## src/rtl/video_timing_gen_if.sv

```systemverilog
// Video timing output bundle: pixel request side and DVI timing side.
// frame_cnt exists only when VTG_FRAME_COUNT_EN is defined.
interface video_timing_gen_if;
  logic        pix_req;
  logic [11:0] pix_x;
  logic [11:0] pix_y;
  logic        frame_start;
  logic        video_de;
  logic        hsync;
  logic        vsync;
`ifdef VTG_FRAME_COUNT_EN
  logic [15:0] frame_cnt;
`endif

  modport master (
    output pix_req,
    output pix_x,
    output pix_y,
    output frame_start,
    output video_de,
    output hsync,
    output vsync
`ifdef VTG_FRAME_COUNT_EN
    ,
    output frame_cnt
`endif
  );

  modport slave (
    input pix_req,
    input pix_x,
    input pix_y,
    input frame_start,
    input video_de,
    input hsync,
    input vsync
`ifdef VTG_FRAME_COUNT_EN
    ,
    input frame_cnt
`endif
  );
endinterface

```

## src/rtl/video_timing_gen.sv

```systemverilog
// Raster timing generator: h/v counters, pixel request stage, DVI stage.
// Optional macro VTG_FRAME_COUNT_EN adds a 16-bit wrapping frame counter.
module video_timing_gen #(
  parameter int H_ACTIVE = 640,
  parameter int H_FP     = 16,
  parameter int H_SYNC   = 96,
  parameter int H_BP     = 48,
  parameter int V_ACTIVE = 480,
  parameter int V_FP     = 10,
  parameter int V_SYNC   = 2,
  parameter int V_BP     = 33,
  parameter bit SYNC_POL = 1'b0
) (
  input  logic                      clk,
  input  logic                      rst,
  video_timing_gen_if.master        vid_o
);

  localparam int H_TOTAL = H_ACTIVE + H_FP + H_SYNC + H_BP;
  localparam int V_TOTAL = V_ACTIVE + V_FP + V_SYNC + V_BP;
  localparam int HS_BEG  = H_ACTIVE + H_FP;
  localparam int HS_END  = HS_BEG + H_SYNC;
  localparam int VS_BEG  = V_ACTIVE + V_FP;
  localparam int VS_END  = VS_BEG + V_SYNC;

  localparam logic [11:0] H_LAST  = 12'(H_TOTAL - 1);
  localparam logic [11:0] V_LAST  = 12'(V_TOTAL - 1);
  localparam logic [11:0] H_ACT   = 12'(H_ACTIVE);
  localparam logic [11:0] V_ACT   = 12'(V_ACTIVE);
  localparam logic [11:0] HS_B    = 12'(HS_BEG);
  localparam logic [11:0] HS_E    = 12'(HS_END);
  localparam logic [11:0] VS_B    = 12'(VS_BEG);
  localparam logic [11:0] VS_E    = 12'(VS_END);

  if (H_TOTAL > 4095 || V_TOTAL > 4095) begin : g_bad_total
    $error("video_timing_gen: H_TOTAL/V_TOTAL exceed 12-bit range");
  end

  logic [11:0] h_q, h_d;
  logic [11:0] v_q, v_d;

  logic        req_q,  req_d;
  logic [11:0] x_q,    x_d;
  logic [11:0] y_q,    y_d;
  logic        fs_q,   fs_d;
  logic        hs1_q,  hs1_d;
  logic        vs1_q,  vs1_d;

  logic        de_q;
  logic        hs_q,   hs_d;
  logic        vs_q,   vs_d;

  logic        h_wrap;
  logic        active;

  always_comb begin
    h_wrap = (h_q == H_LAST);
    h_d    = h_wrap ? 12'd0 : h_q + 12'd1;
    v_d    = v_q;
    if (h_wrap) begin
      v_d = (v_q == V_LAST) ? 12'd0 : v_q + 12'd1;
    end
  end

  always_comb begin
    active = (h_q < H_ACT) && (v_q < V_ACT);
    req_d  = active;
    x_d    = active ? h_q : 12'd0;
    y_d    = active ? v_q : 12'd0;
    fs_d   = (h_q == 12'd0) && (v_q == 12'd0);
    hs1_d  = (h_q >= HS_B) && (h_q < HS_E);
    vs1_d  = (v_q >= VS_B) && (v_q < VS_E);
  end

  // Region flags are tracked as "in region"; polarity is applied at the pins.
  always_comb begin
    hs_d = hs1_q ? SYNC_POL : ~SYNC_POL;
    vs_d = vs1_q ? SYNC_POL : ~SYNC_POL;
  end

  always_ff @(posedge clk) begin
    if (rst) begin
      h_q <= '0;
      v_q <= '0;
    end else begin
      h_q <= h_d;
      v_q <= v_d;
    end
  end

  always_ff @(posedge clk) begin
    if (rst) begin
      req_q <= 1'b0;
      x_q   <= '0;
      y_q   <= '0;
      fs_q  <= 1'b0;
      hs1_q <= 1'b0;
      vs1_q <= 1'b0;
    end else begin
      req_q <= req_d;
      x_q   <= x_d;
      y_q   <= y_d;
      fs_q  <= fs_d;
      hs1_q <= hs1_d;
      vs1_q <= vs1_d;
    end
  end

  always_ff @(posedge clk) begin
    if (rst) begin
      de_q <= 1'b0;
      hs_q <= ~SYNC_POL;
      vs_q <= ~SYNC_POL;
    end else begin
      de_q <= req_q;
      hs_q <= hs_d;
      vs_q <= vs_d;
    end
  end

`ifdef VTG_FRAME_COUNT_EN
  logic [15:0] fcnt_q, fcnt_d;

  always_comb begin
    fcnt_d = fs_q ? fcnt_q + 16'd1 : fcnt_q;
  end

  always_ff @(posedge clk) begin
    if (rst) begin
      fcnt_q <= '0;
    end else begin
      fcnt_q <= fcnt_d;
    end
  end

  assign vid_o.frame_cnt = fcnt_q;
`endif

  assign vid_o.pix_req     = req_q;
  assign vid_o.pix_x       = x_q;
  assign vid_o.pix_y       = y_q;
  assign vid_o.frame_start = fs_q;
  assign vid_o.video_de    = de_q;
  assign vid_o.hsync       = hs_q;
  assign vid_o.vsync       = vs_q;

endmodule

```

## src/flat_wrapper.sv

```systemverilog
// flat-port wrapper written by rule: the top's interface ports become plain ports
module video_timing_gen_flat 
#(
  parameter int H_ACTIVE = 640,
  parameter int H_FP     = 16,
  parameter int H_SYNC   = 96,
  parameter int H_BP     = 48,
  parameter int V_ACTIVE = 480,
  parameter int V_FP     = 10,
  parameter int V_SYNC   = 2,
  parameter int V_BP     = 33,
  parameter bit SYNC_POL = 1'b0
)
  (clk, rst, vid_o_pix_req, vid_o_pix_x, vid_o_pix_y, vid_o_frame_start, vid_o_video_de, vid_o_hsync, vid_o_vsync);
  video_timing_gen_if vid_o_i ();
  input  logic clk;
  input  logic rst;
  output wire logic [$bits(vid_o_i.pix_req)-1:0] vid_o_pix_req;
  output wire logic [$bits(vid_o_i.pix_x)-1:0] vid_o_pix_x;
  output wire logic [$bits(vid_o_i.pix_y)-1:0] vid_o_pix_y;
  output wire logic [$bits(vid_o_i.frame_start)-1:0] vid_o_frame_start;
  output wire logic [$bits(vid_o_i.video_de)-1:0] vid_o_video_de;
  output wire logic [$bits(vid_o_i.hsync)-1:0] vid_o_hsync;
  output wire logic [$bits(vid_o_i.vsync)-1:0] vid_o_vsync;
  assign vid_o_pix_req = vid_o_i.pix_req;
  assign vid_o_pix_x = vid_o_i.pix_x;
  assign vid_o_pix_y = vid_o_i.pix_y;
  assign vid_o_frame_start = vid_o_i.frame_start;
  assign vid_o_video_de = vid_o_i.video_de;
  assign vid_o_hsync = vid_o_i.hsync;
  assign vid_o_vsync = vid_o_i.vsync;
  video_timing_gen #(.H_ACTIVE(H_ACTIVE), .H_FP(H_FP), .H_SYNC(H_SYNC), .H_BP(H_BP), .V_ACTIVE(V_ACTIVE), .V_FP(V_FP), .V_SYNC(V_SYNC), .V_BP(V_BP), .SYNC_POL(SYNC_POL)) u_core (.clk(clk), .rst(rst), .vid_o(vid_o_i));
endmodule
```

## config.mk

```make
export PLATFORM = sky130hd
export DESIGN_NAME = video_timing_gen_flat
export DESIGN_NICKNAME = d
export VERILOG_FILES = /design/src/rtl/video_timing_gen_if.sv /design/src/rtl/video_timing_gen.sv /design/src/flat_wrapper.sv
export SDC_FILE = /design/constraint.sdc
export NUM_CORES = 1
export LEC_CHECK = 0
export CAP_MARGIN = 40
export CORE_UTILIZATION = 57
export CTS_CLUSTER_DIAMETER = 60
export DETAILED_ROUTE_END_ITERATION = 16
export PLACE_DENSITY_LB_ADDON = 0.12
export SYNTH_ARGS = -nofsm -noshare
export SYNTH_HDL_FRONTEND = slang
export SYNTH_SLANG_ARGS = --single-unit
```

## constraint.sdc

```tcl
create_clock -name clk -period 2.75 [get_ports clk]
set_input_delay 0.4125 -clock clk [delete_from_list [all_inputs] [get_ports clk]]
set_output_delay 0.4125 -clock clk [all_outputs]
set_load 0.01 [all_outputs]
```

==> After elaboration in Yosys (flattened, before gate mapping) <==
Index checks and enable logic that the tools add are counted.
{ "op_classes": {"n_addsub": 2, "mul": 0, "div_mod_pow": 0, "n_lt_le_gt_ge": 6, "n_eq_ne": 2, "n_shift": 0, "muxes": 3, "bitwise": 1, "reduce_logical": 8} }
{ "op_table": {"columns": ["cell", "count"], "rows": [
  ["$add A12 B1 Y12 const B", 2],
  ["$eq A12 B10 Y1 const B", 2],
  ["$logic_not A12 Y1", 2],
  ["$lt A12 B10 Y1 const B", 2],
  ["$lt A12 B9 Y1 const B", 2],
  ["$ge A12 B10 Y1 const B", 1],
  ["$ge A12 B9 Y1 const B", 1],
  ["$mux W12", 1],
  ["$logic_and A1 B1 Y1", 4],
  ["$reduce_or A2 Y1", 2],
  ["$mux W1", 2],
  ["$not A1 Y1", 1]
]} }
{ "totals": {"register_bits": 55, "latch_bits": 0, "mem_bits_rw": 0, "mem_bits_ro": 0, "in_bits": 2, "out_inout_bits": 29, "word_cells": 33, "n_memories": 0} }

==> Logic depth before layout (Yosys ltp) <==
Gate-level depths: netlist of the first run.
{ "logic_depth": {"ltp_word": 4, "mapped_depth": 6, "mapped_depth_nobuf": 5} }

==> Worst setup path after synthesis of the first run <==
Ideal clock, no wire load.
{ "synth_timing": {"path_kind": "register to register", "startpoint": "register u_core.h_q[7]", "endpoint": "register u_core.v_q[7]", "setup_ns": 0.078, "arrival_ns": 1.737, "required_ns": 2.672, "setup_slack_ns": 0.935, "path_stages_with_launch": 6, "path_buffers": 1, "synth_period_minus_slack_ns": 1.815, "path_cell_list": "dfxtp_1 buf_6 or4_4 or4_4 mux2i_1 nor3_1"} }
{ "synth_between": {"elab_chain_cells": 1} }
{ "synth_lines": {"columns": ["element", "line_no", "text"], "rows": [
  ["from (decl)", "video_timing_gen.sv:39", "logic [11:0] h_q, h_d;"],
  ["from (signal assigned)", "video_timing_gen.sv:83", "h_q <= '0;"],
  ["from (signal assigned)", "video_timing_gen.sv:86", "h_q <= h_d;"],
  ["$eq A12 B10 Y1", "video_timing_gen.sv:57", "h_wrap = (h_q == H_LAST);"],
  ["to (signal assigned)", "video_timing_gen.sv:87", "v_q <= v_d;"],
  ["to (decl)", "video_timing_gen.sv:40", "logic [11:0] v_q, v_d;"]
]} }
No other way between the ends.
A chain may end at the register's enable or synchronous reset.

==> Final worst setup path of the first run <==
{ "layout_timing": {"startpoint": "register u_core.h_q[0]", "endpoint": "register u_core.v_q[3]"} }
The elaborated chain is that of the path after synthesis.

==> summary.txt, run 1 <==
Timing
  • Setup TNS: 0 ns
  • Worst Clk Skew: 0.0103 ns
  • Pins Over Slew Limit: 0
  • Fmax achieved: 426 MHz
  • Final setup viols: 0
  • Slew Limit Headroom: between 50% and 60%
  • Final Hold Vio Count: 0
  • Setup slack after layout: between 0.4 and 0.5 ns
  • Fin crit share: 85.3%
  • RSZ-0062 raised after global routing: no
  • Worst slew pin tran: 0.723 ns
  • Period minus WS final: between 2 and 2.5 ns

Placement
  • Pre-CTS setup slack: 0.406 ns
  • Gpl congestion: 0.851
  • Post-DP HPWL: 2550 um
  • Port Buffer Count: 30
  • Dpl cell area: 0.00239 mm2

Synth
  • Top FF cell, synth: dfxtp_1
  • Synth unique cells: 37
  • Sequential area share after synthesis: 52.7%
  • Number of enable flip-flop cells after synthesis: 0
  • Flops & latches, synth: 55
  • Syn Area/Cell: 9.67 um2
  • Synth Warn #: 0
  • Async set or reset register ratio after synthesis: 0%
  • Cell area after synthesis: 0.00209 mm2
  • Post-Synthesis Cells: roughly 220

Finish
  • Commonest non-fill, non-tap cells in the layout: dfxtp_1, clkdlybuf4s50_1, nor2_1
  • Commonest non-fill, non-tap cell in the layout: dfxtp_1
  • Util after Layout: 72.5%
  • # fillers: between 200 and 300
  • Final #Nets: 250
  • Design Area, Final: approximately 0.0025 mm2
  • # diodes: 0
  • Area Overhead vs Synth: 18.6%
  • Share of cells above drive strength 1: roughly 5.7%

Critical path
  • Critical Path Max Stage Delay: 0.74 ns
  • CP arrival: 2.59 ns
  • RR Endpoint: u_core.v_q[3]
  • CP required: 3.00 ns
  • R2r startpoint: u_core.h_q[0]
  • Critical Path Fanout Max: 13
  • Cell family with most CP delay: simple AND/OR/NAND/NOR gates
  • Slowest CP cell: o31ai_2
  • Crit path cell chain: ha_1 -> and4_1 -> nand4_1 -> o31ai_2 -> nor2_1
  • Worst setup EP type: flip-flop
  • Register-to-register setup slack: 0.40 ns
  • R2R depth: 5
  • Critical path type: reg -> reg
  • CP bufs+invs: 0
  • Critical Path Start Type: flip-flop

Global routing
  • First-pass GRT wire length: about 6700 um
  • Vias in the first global route: between 1000 and 1500
  • Total global routing overflow: 0
  • Gr usage total: 21.7%
  • Largest net degree at the start of global routing: 21
  • Initial antenna violation count: 0

Route
  • DR iter-0 viols: 90
  • Vias/cell: between 5 and 6
  • DRC violations left: 0
  • Initial DRT Pass Iterations: 4
  • Avg WL per Cell: 13.0 um
  • Routed WL: approximately 3800 um
  • Detail Route Antenna Nets: 0
  • Via count: between 1500 and 2000

Pwr
  • Maximum VDD drop: around 0.00032 V
  • PnR Total Power: 0.00131 W
  • Pleak: 0.883 nW
  • Pwr/cell area: 530 mW/mm2

Die
  • Starting density of the core: 61.2%
  • Die height: 62.5 um
  • Row count: 21
  • Full die area: 0.00391 mm2
  • Die Wd: ~63 um
  • Core area: ~0.0034 mm2
  • I/O Pins: 31

Min path
  • Hold crit path type: reg -> reg
  • Hold Startpoint: u_core.vs1_q
  • Hold path endpoint: u_core.vid_o.vsync
  • Hold Path Depth: 1

CTS
  • CTS Buf Count: 5
  • Clock tree root driver cell: clkbuf_4
  • H-tree Lvls: 2
  • Clock transition at path regs: 0.15 ns
  • Clk buf depth: 2
  • Post-CTS Hold Buffers: 0
  • Clock sinks: between 50 and 60
  • Clock latency on the worst-skew pair: 0.38 ns
  • CTS tree: done
  • Post CTS Setup Buffer Count: 0
  • CTS resizes: 0

Job
  • Max-Cap Viols: 0

Status
  • Outcome: completed
through the flow:
| step | hold WS [ns] | std cells |
|---|---|---|
| global route | 0.416 | 291 |
| CTS | 0.389 | 291 |
| global placement | 0.363 | 283 |
| finish | 0.391 | 291 |
| floorplan | 0.356 | 220 |
| detailed placement | 0.363 | 283 |
final cells by class:
cell class                 count  area [um2]  share of cell area [%]
clock inverter                 3        46.3                    1.87
timing repair buffer          30         300                    12.1
multi-input combinational    143         901                    36.4
clock buffer                   5        37.5                    1.52
tap                           46        57.6                    2.32
sequential                    55        1100                    44.4
inverter                       9        33.8                    1.36
Yosys cell counts (4+ instances only):
library cell  count  share of area [%]
nor2_1           22                4.0
a21oi_1           6                1.4
inv_1             9                1.6
nand3_1           7                1.7
ha_1              4                2.4
or4_1             4                1.4
xnor2_1          10                4.2
o31ai_1           5                1.8
nand2_1           6                1.1
clkbuf_1          6                1.1
nor4_1            6                1.8
buf_2             4               0.96
nor3_1            8                1.9
nand4_1          11                3.3
dfxtp_1          55                 53
and2_1           18                5.4
worst max-delay path by stage:
stage / end / cells past startpoint / startpoint / slack, ns
6_report: u_core.v_q[3] / 5 / u_core.h_q[0] / 0.40
5_1_grt: u_core.v_q[2] / 5 / u_core.h_q[0] / 0.18
4_1_cts: u_core.v_q[3] / 5 / u_core.h_q[0] / 0.39
3_5_place_dp: u_core.v_q[3] / 5 / u_core.h_q[0] / 0.41
3_3_place_gp: u_core.v_q[2] / 5 / u_core.h_q[0] / 0.49
2_1_floorplan: u_core.v_q[7] / 5 / u_core.h_q[7] / 0.93
cell families after synthesis:
kind of cell,after synthesis,synth area share [%]
buf+inv,22,4.91
fa+ha+maj,4,2.40
flops,55,52.7
compound gates,16,4.85
other cells,1,0.179
mux,3,1.44
simple gates,102,28.1
xor+xnor,13,5.45
state kept, by name, summed over array words and instances, names as in the netlist:
name / count
u_core.vid_o.video_de: 1
u_core.vid_o.frame_start: 1
u_core.vid_o.vsync: 1
u_core.hs1_q: 1
u_core.vs1_q: 1
u_core.vid_o.pix_x: 12
u_core.vid_o.hsync: 1
u_core.vid_o.pix_y: 12
u_core.vid_o.pix_req: 1
u_core.v_q: 12
u_core.h_q: 12
layer usage:
metal	wire length, um	track usage (%)	vias to the layer above
met5	0	0	-
li1	-	-	794
met3	180	4.56	9
met4	65	9.88	0
met1	1720	27.5	742
met2	1810	35.5	59
worst register-to-register path: cells and delay by family, from the launching register on:
kind,cells,cell delay [ns]
simple gates,3,0.79
flops,1,0.44
fa+ha+maj,1,0.26
compound gates,1,0.74
report_power, final:
group / total (W) / internal (W) / switching [W]
clock: 0.000441 / 0.000194 / 0.000247
sequential: 0.000818 / 0.000810 / 0.00000795
combinational: 0.0000544 / 0.0000269 / 0.0000275
Note: power is estimated with default switching activity, not from simulation.
==> inputs of run 2 (changes only) <==
--- a/config.mk
+++ b/config.mk
@@ -6,7 +6,9 @@
 export NUM_CORES = 1
 export LEC_CHECK = 0
 export CAP_MARGIN = 40
-export CORE_UTILIZATION = 57
+export CELL_PAD_IN_SITES_DETAIL_PLACEMENT = 0
+export CELL_PAD_IN_SITES_GLOBAL_PLACEMENT = 1
+export CORE_UTILIZATION = 44
 export CTS_CLUSTER_DIAMETER = 60
 export DETAILED_ROUTE_END_ITERATION = 16
 export PLACE_DENSITY_LB_ADDON = 0.12
==> run 2 against run 1 <==
Compared with the run above:
- worst hold slack got worse by 0.012 ns
- routed wire length rose by 1.2%
- core utilization fell by 16 points
- fmax rose by 8.4%
- sequential share of layout area fell by 0.55 points
- clock power fell by 4%
- sequential power barely moved
- count of clock-buffer cells in the layout rose by 1
- power fell by 1.1%
- largest power group unchanged
- critical endpoint is now u_core.v_q[10]
- register-to-register slack improved by 0.18 ns
- first-iteration DRC count rose by 36%
- global-route usage fell by 5.2 points
- largest cell class unchanged
- critical path type unchanged
==> summary.txt, run 2 (synthesized netlist as in run 1, its figures left out) <==
Global routing
  • First-pass GRT wire length: between 6000 and 7000 um
  • Gr usage total: 16.6%
  • Largest net degree at the start of global routing: 17
  • Total global routing overflow: 0
  • Vias in the first global route: between 1000 and 1500
  • Initial antenna violation count: 0

Min path
  • Hold crit path type: reg -> reg
  • Hold Startpoint: u_core.vs1_q
  • Hold path endpoint: u_core.vid_o.vsync
  • Hold Path Depth: 1

Critical path
  • Register-to-register setup slack: slightly below 0.6 ns
  • Critical Path Fanout Max: 13
  • CP required: about 3.0 ns
  • R2r startpoint: u_core.h_q[0]
  • Critical path type: reg -> reg
  • R2R depth: 5
  • Critical Path Start Type: flip-flop
  • RR Endpoint: u_core.v_q[10]
  • CP arrival: 2.40 ns
  • Worst setup EP type: flip-flop

Route
  • Vias/cell: just over 5
  • Detail Route Antenna Nets: 0
  • DRC violations left: 0
  • Initial DRT Pass Iterations: 6
  • DR iter-0 viols: 122
  • Avg WL per Cell: 12.7 um
  • Routed WL: 3820 um
  • Via count: 1518

Die
  • I/O Pins: 31
  • Row count: 24
  • Full die area: 0.00503 mm2
  • Starting density of the core: roughly 47%
  • Die height: 70.9 um
  • Die Wd: 70.9 um
  • Core area: 0.00444 mm2

Finish
  • Util after Layout: 56.4%
  • Area Overhead vs Synth: 20.1%
  • Post-route insts no fill: 300
  • Register area: 0.00110 mm2
  • Share of cells above drive strength 1: 6.45%
  • Multi-input logic area: 901 um2
  • Commonest non-fill, non-tap cells in the layout: dfxtp_1, clkdlybuf4s50_1, nor2_1
  • Design Area, Final: about 0.0025 mm2
  • # fillers: 420
  • Final #Nets: 253
  • Commonest non-fill, non-tap cell in the layout: dfxtp_1
  • # diodes: 0

Timing
  • Final setup viols: 0
  • Setup TNS: 0 ns
  • Worst hold slack: 0.379 ns
  • Slew Limit Headroom: 66.6%
  • Worst Clk Skew: 0.00520 ns
  • Pins Over Slew Limit: 0
  • Fin crit share: between 70% and 80%
  • Fmax achieved: 462 MHz
  • RSZ-0062 raised after global routing: no
  • Worst slew pin tran: 0.497 ns
  • Final Hold Vio Count: 0
  • Period minus WS final: 2.16 ns

Pwr
  • Pleak: approximately 0.90 nW
  • Pwr/cell area: ~520 mW/mm2
  • Maximum VDD drop: 0.000366 V

Placement
  • Post-DP HPWL: 2620 um
  • Gpl congestion: around 0.76
  • Dpl cell area: 0.00242 mm2
  • Port Buffer Count: 30
  • Cells after DPL: 292

CTS
  • Clock sinks: 55
  • Clock transition at path regs: ~0.090 ns
  • H-tree Lvls: 2
  • Clk buf depth: 2
  • Post-CTS Hold Buffers: 0
  • CTS tree: done
  • Clock latency on the worst-skew pair: 0.30 ns
  • CTS resizes: 0
  • Post CTS Setup Buffer Count: 0
  • Clock tree root driver cell: clkbuf_8
  • CTS Buf Count: 5

Job
  • Max-Cap Viols: 0

Status
  • Outcome: completed
run 2: cell types whose count changed in the layout (fill, tap and decap cells not counted), sizes merged:
cell	delta
buf	+3
bufinv	-1
clkbuf	+1
clkinv	+1
inv	-1
run 2: worst max-delay path: stages (launching register included):
cell	delay, ns
dfxtp_1	0.42
ha_1	0.25
and4_1	0.26
nand4_1	0.40
or4_1	0.63
a21oi_1	0.14
run 2: worst max path at each step:
stage / start / to / cells after the start / slack, ns
CTS: u_core.h_q[0] / u_core.v_q[10] / 5 / 0.60
finish: u_core.h_q[0] / u_core.v_q[10] / 5 / 0.59
global placement: u_core.h_q[0] / u_core.v_q[10] / 5 / 0.67
floorplan: u_core.h_q[7] / u_core.v_q[7] / 5 / 0.93
global route: u_core.h_q[0] / u_core.v_q[8] / 5 / 0.39
detailed placement: u_core.h_q[0] / u_core.v_q[10] / 5 / 0.63
run 2: layout make-up:
class | instances | area share (%)
Multi-Input combinational cell | 143 | 35.9
Clock buffer | 6 | 2.89
Inverter | 9 | 1.35
Timing Repair Buffer | 33 | 12.9
Clock inverter | 2 | 0.499
Sequential cell | 55 | 43.9
Tap cell | 52 | 2.59
run 2: metal layers:
metal	track usage, %	wire length, um	vias up
met5	0	0	-
met4	8.44	81	0
met3	4.56	163	6
met2	24.6	1610	34
met1	22.2	1970	681
li1	-	-	797
run 2: power breakdown:
group          switching, W  internal (W)  leakage (nW)
clock network      0.000246      0.000178        0.0412
registers        0.00000822      0.000809         0.447
logic             0.0000287     0.0000296         0.409
run 2: per-stage QoR:
step	worst slack, ns	power, W
2_1_floorplan	0.935	0.000866
3_3_place_gp	0.666	0.000895
3_5_place_dp	0.626	0.000895
4_1_cts	0.596	0.00132
5_1_grt	0.393	0.00136
6_report	0.587	0.00130
==> inputs of run 3 (changes only) <==
--- a/config.mk
+++ b/config.mk
@@ -8,7 +8,7 @@
 export CAP_MARGIN = 40
 export CELL_PAD_IN_SITES_DETAIL_PLACEMENT = 0
 export CELL_PAD_IN_SITES_GLOBAL_PLACEMENT = 1
-export CORE_UTILIZATION = 44
+export CORE_UTILIZATION = 40
 export CTS_CLUSTER_DIAMETER = 60
 export DETAILED_ROUTE_END_ITERATION = 16
 export PLACE_DENSITY_LB_ADDON = 0.12
==> constraint.sdc (replaced) <==
create_clock -name clk -period 2.15 [get_ports clk]
set_input_delay 0.3225 -clock clk [delete_from_list [all_inputs] [get_ports clk]]
set_output_delay 0.3225 -clock clk [all_outputs]
set_load 0.01 [all_outputs]
==> run 3 against run 2 <==
Compared with the run above:
- core utilization fell by 2.8 points
- critical path depth rose by 1
- first-iteration DRC count fell by 50%
- power rose by 39%
- worst hold slack improved by 0.0032 ns
- sequential share of layout area fell by 1.8 points
- non-clock buffer count rose by 8
- combinational power rose by 34%
- count of clock-buffer cells in the layout fell by 1
- clock power rose by 62%
- sequential cell count did not move
- critical path type unchanged
- largest cell class unchanged
- highest routed layer unchanged
==> summary.txt, run 3 (synthesized netlist as in run 1, its figures left out) <==
CTS
  • Clk buf depth: 2
  • CTS tree: done
  • H-tree Lvls: 2
  • CTS Buf Count: 5
  • Clock tree root driver cell: clkbuf_8
  • Clock latency on the worst-skew pair: 0.30 ns
  • Clock sinks: 55
  • Post-CTS Hold Buffers: 0
  • Clock transition at path regs: 0.10 ns
  • Post CTS Setup Buffer Count: 0
  • CTS resizes: 0

Finish
  • Util after Layout: 53.6%
  • Post-route insts no fill: 323
  • # fillers: between 400 and 500
  • Commonest non-fill, non-tap cells in the layout: dfxtp_1, clkdlybuf4s50_1, nor2_1
  • # diodes: 0
  • Area Overhead vs Synth: 25.3%
  • Multi-input logic area: 901 um2
  • Register area: 0.00110 mm2
  • Share of cells above drive strength 1: 9.77%
  • Commonest non-fill, non-tap cell in the layout: dfxtp_1
  • Design Area, Final: 0.00262 mm2
  • Final #Nets: 261

Pwr
  • Maximum VDD drop: 0.000338 V
  • Pleak: 0.952 nW
  • Pwr/cell area: 692 mW/mm2

Global routing
  • Initial antenna violation count: 0
  • Vias in the first global route: 1414
  • Largest net degree at the start of global routing: 21
  • First-pass GRT wire length: about 7000 um
  • Total global routing overflow: 0
  • Gr usage total: 16.8%

Die
  • Starting density of the core: about 43%
  • I/O Pins: 31
  • Full die area: around 0.0055 mm2
  • Core area: a little under 0.005 mm2
  • Die Wd: 74.3 um
  • Die height: ~74 um
  • Row count: 25

Timing
  • Fin crit share: approximately nine tenths
  • Period minus WS final: 1.96 ns
  • Fmax achieved: 511 MHz
  • Worst Clk Skew: 0.00398 ns
  • Final Hold Vio Count: 0
  • Worst hold slack: ~0.38 ns
  • Setup TNS: 0 ns
  • Final setup viols: 0
  • RSZ-0062 raised after global routing: no
  • Pins Over Slew Limit: 0

Route
  • DRC violations left: 0
  • Detail Route Antenna Nets: 0
  • Via count: 1516
  • Initial DRT Pass Iterations: 4
  • DR iter-0 viols: 61
  • Avg WL per Cell: 12.2 um
  • Routed WL: 3950 um
  • Vias/cell: 4.69

Placement
  • Dpl cell area: between 0.002 and 0.003 mm2
  • Port Buffer Count: 30
  • Cells after DPL: between 300 and 400
  • Gpl congestion: 0.828
  • Post-DP HPWL: between 2000 and 3000 um

Critical path
  • Worst setup EP type: flip-flop
  • Critical path type: reg -> reg
  • Critical Path Fanout Max: 13
  • CP required: 2.39 ns
  • Critical Path Start Type: flip-flop
  • CP arrival: 2.20 ns

Status
  • Outcome: completed

Min path
  • Hold crit path type: reg -> reg

Job
  • Max-Cap Viols: 0
run 3: power breakdown:
part           total (W)  leakage [nW]  switching [W]  internal [W]
combinational  0.0000781         0.450      0.0000377     0.0000404
sequential       0.00105         0.447      0.0000103       0.00103
clock           0.000688        0.0548       0.000337      0.000351
total            0.00181         0.952       0.000385       0.00143
run 3: per-layer routing:
layer	wire length (um)	share of wire, %	up-vias	GRT usage (%)
li1	-	-	813	-
met1	2060	52	661	24.4
met2	1680	43	38	23.5
met3	155	3.9	4	4.07
met4	48	1.2	0	7.55
met5	0	0	-	0
run 3: cell type report:
cell class,count,share of cell area [%]
flip-flops and latches,55,42.1
multi-input cells,143,34.4
repair buffers,41,14.6
well taps,67,3.20
clock buffers,5,2.63
clock inverters,3,1.77
inverters,9,1.29
run 3: worst paths after layout:
| kind | startpoint | to | slack [ns] | cells past startpoint |
|---|---|---|---|---|
| hold / removal | u_core.vs1_q | u_core.vid_o.vsync | 0.38 | 1 |
| hold reg to reg | u_core.vs1_q | u_core.vid_o.vsync | 0.38 | 1 |
| setup reg to reg | u_core.h_q[0] | u_core.v_q[8] | 0.19 | 6 |
| setup / recovery | u_core.h_q[0] | u_core.v_q[8] | 0.19 | 6 |
run 3: metrics by stage:
step | setup WS, ns | total power, W
floorplan | 0.335 | 0.00111
global placement | 0.270 | 0.00115
detailed placement | 0.224 | 0.00115
CTS | 0.191 | 0.00183
global route | 0.0393 | 0.00189
finish | 0.195 | 0.00181
run 3: worst max-delay path, cell delays in order, from the launching register on:
cell and delay, ns:
dfxtp_1 0.41, ha_1 0.25, and4_1 0.26, nand4_1 0.12
buf_4 0.20, or4_1 0.50, a21oi_1 0.14
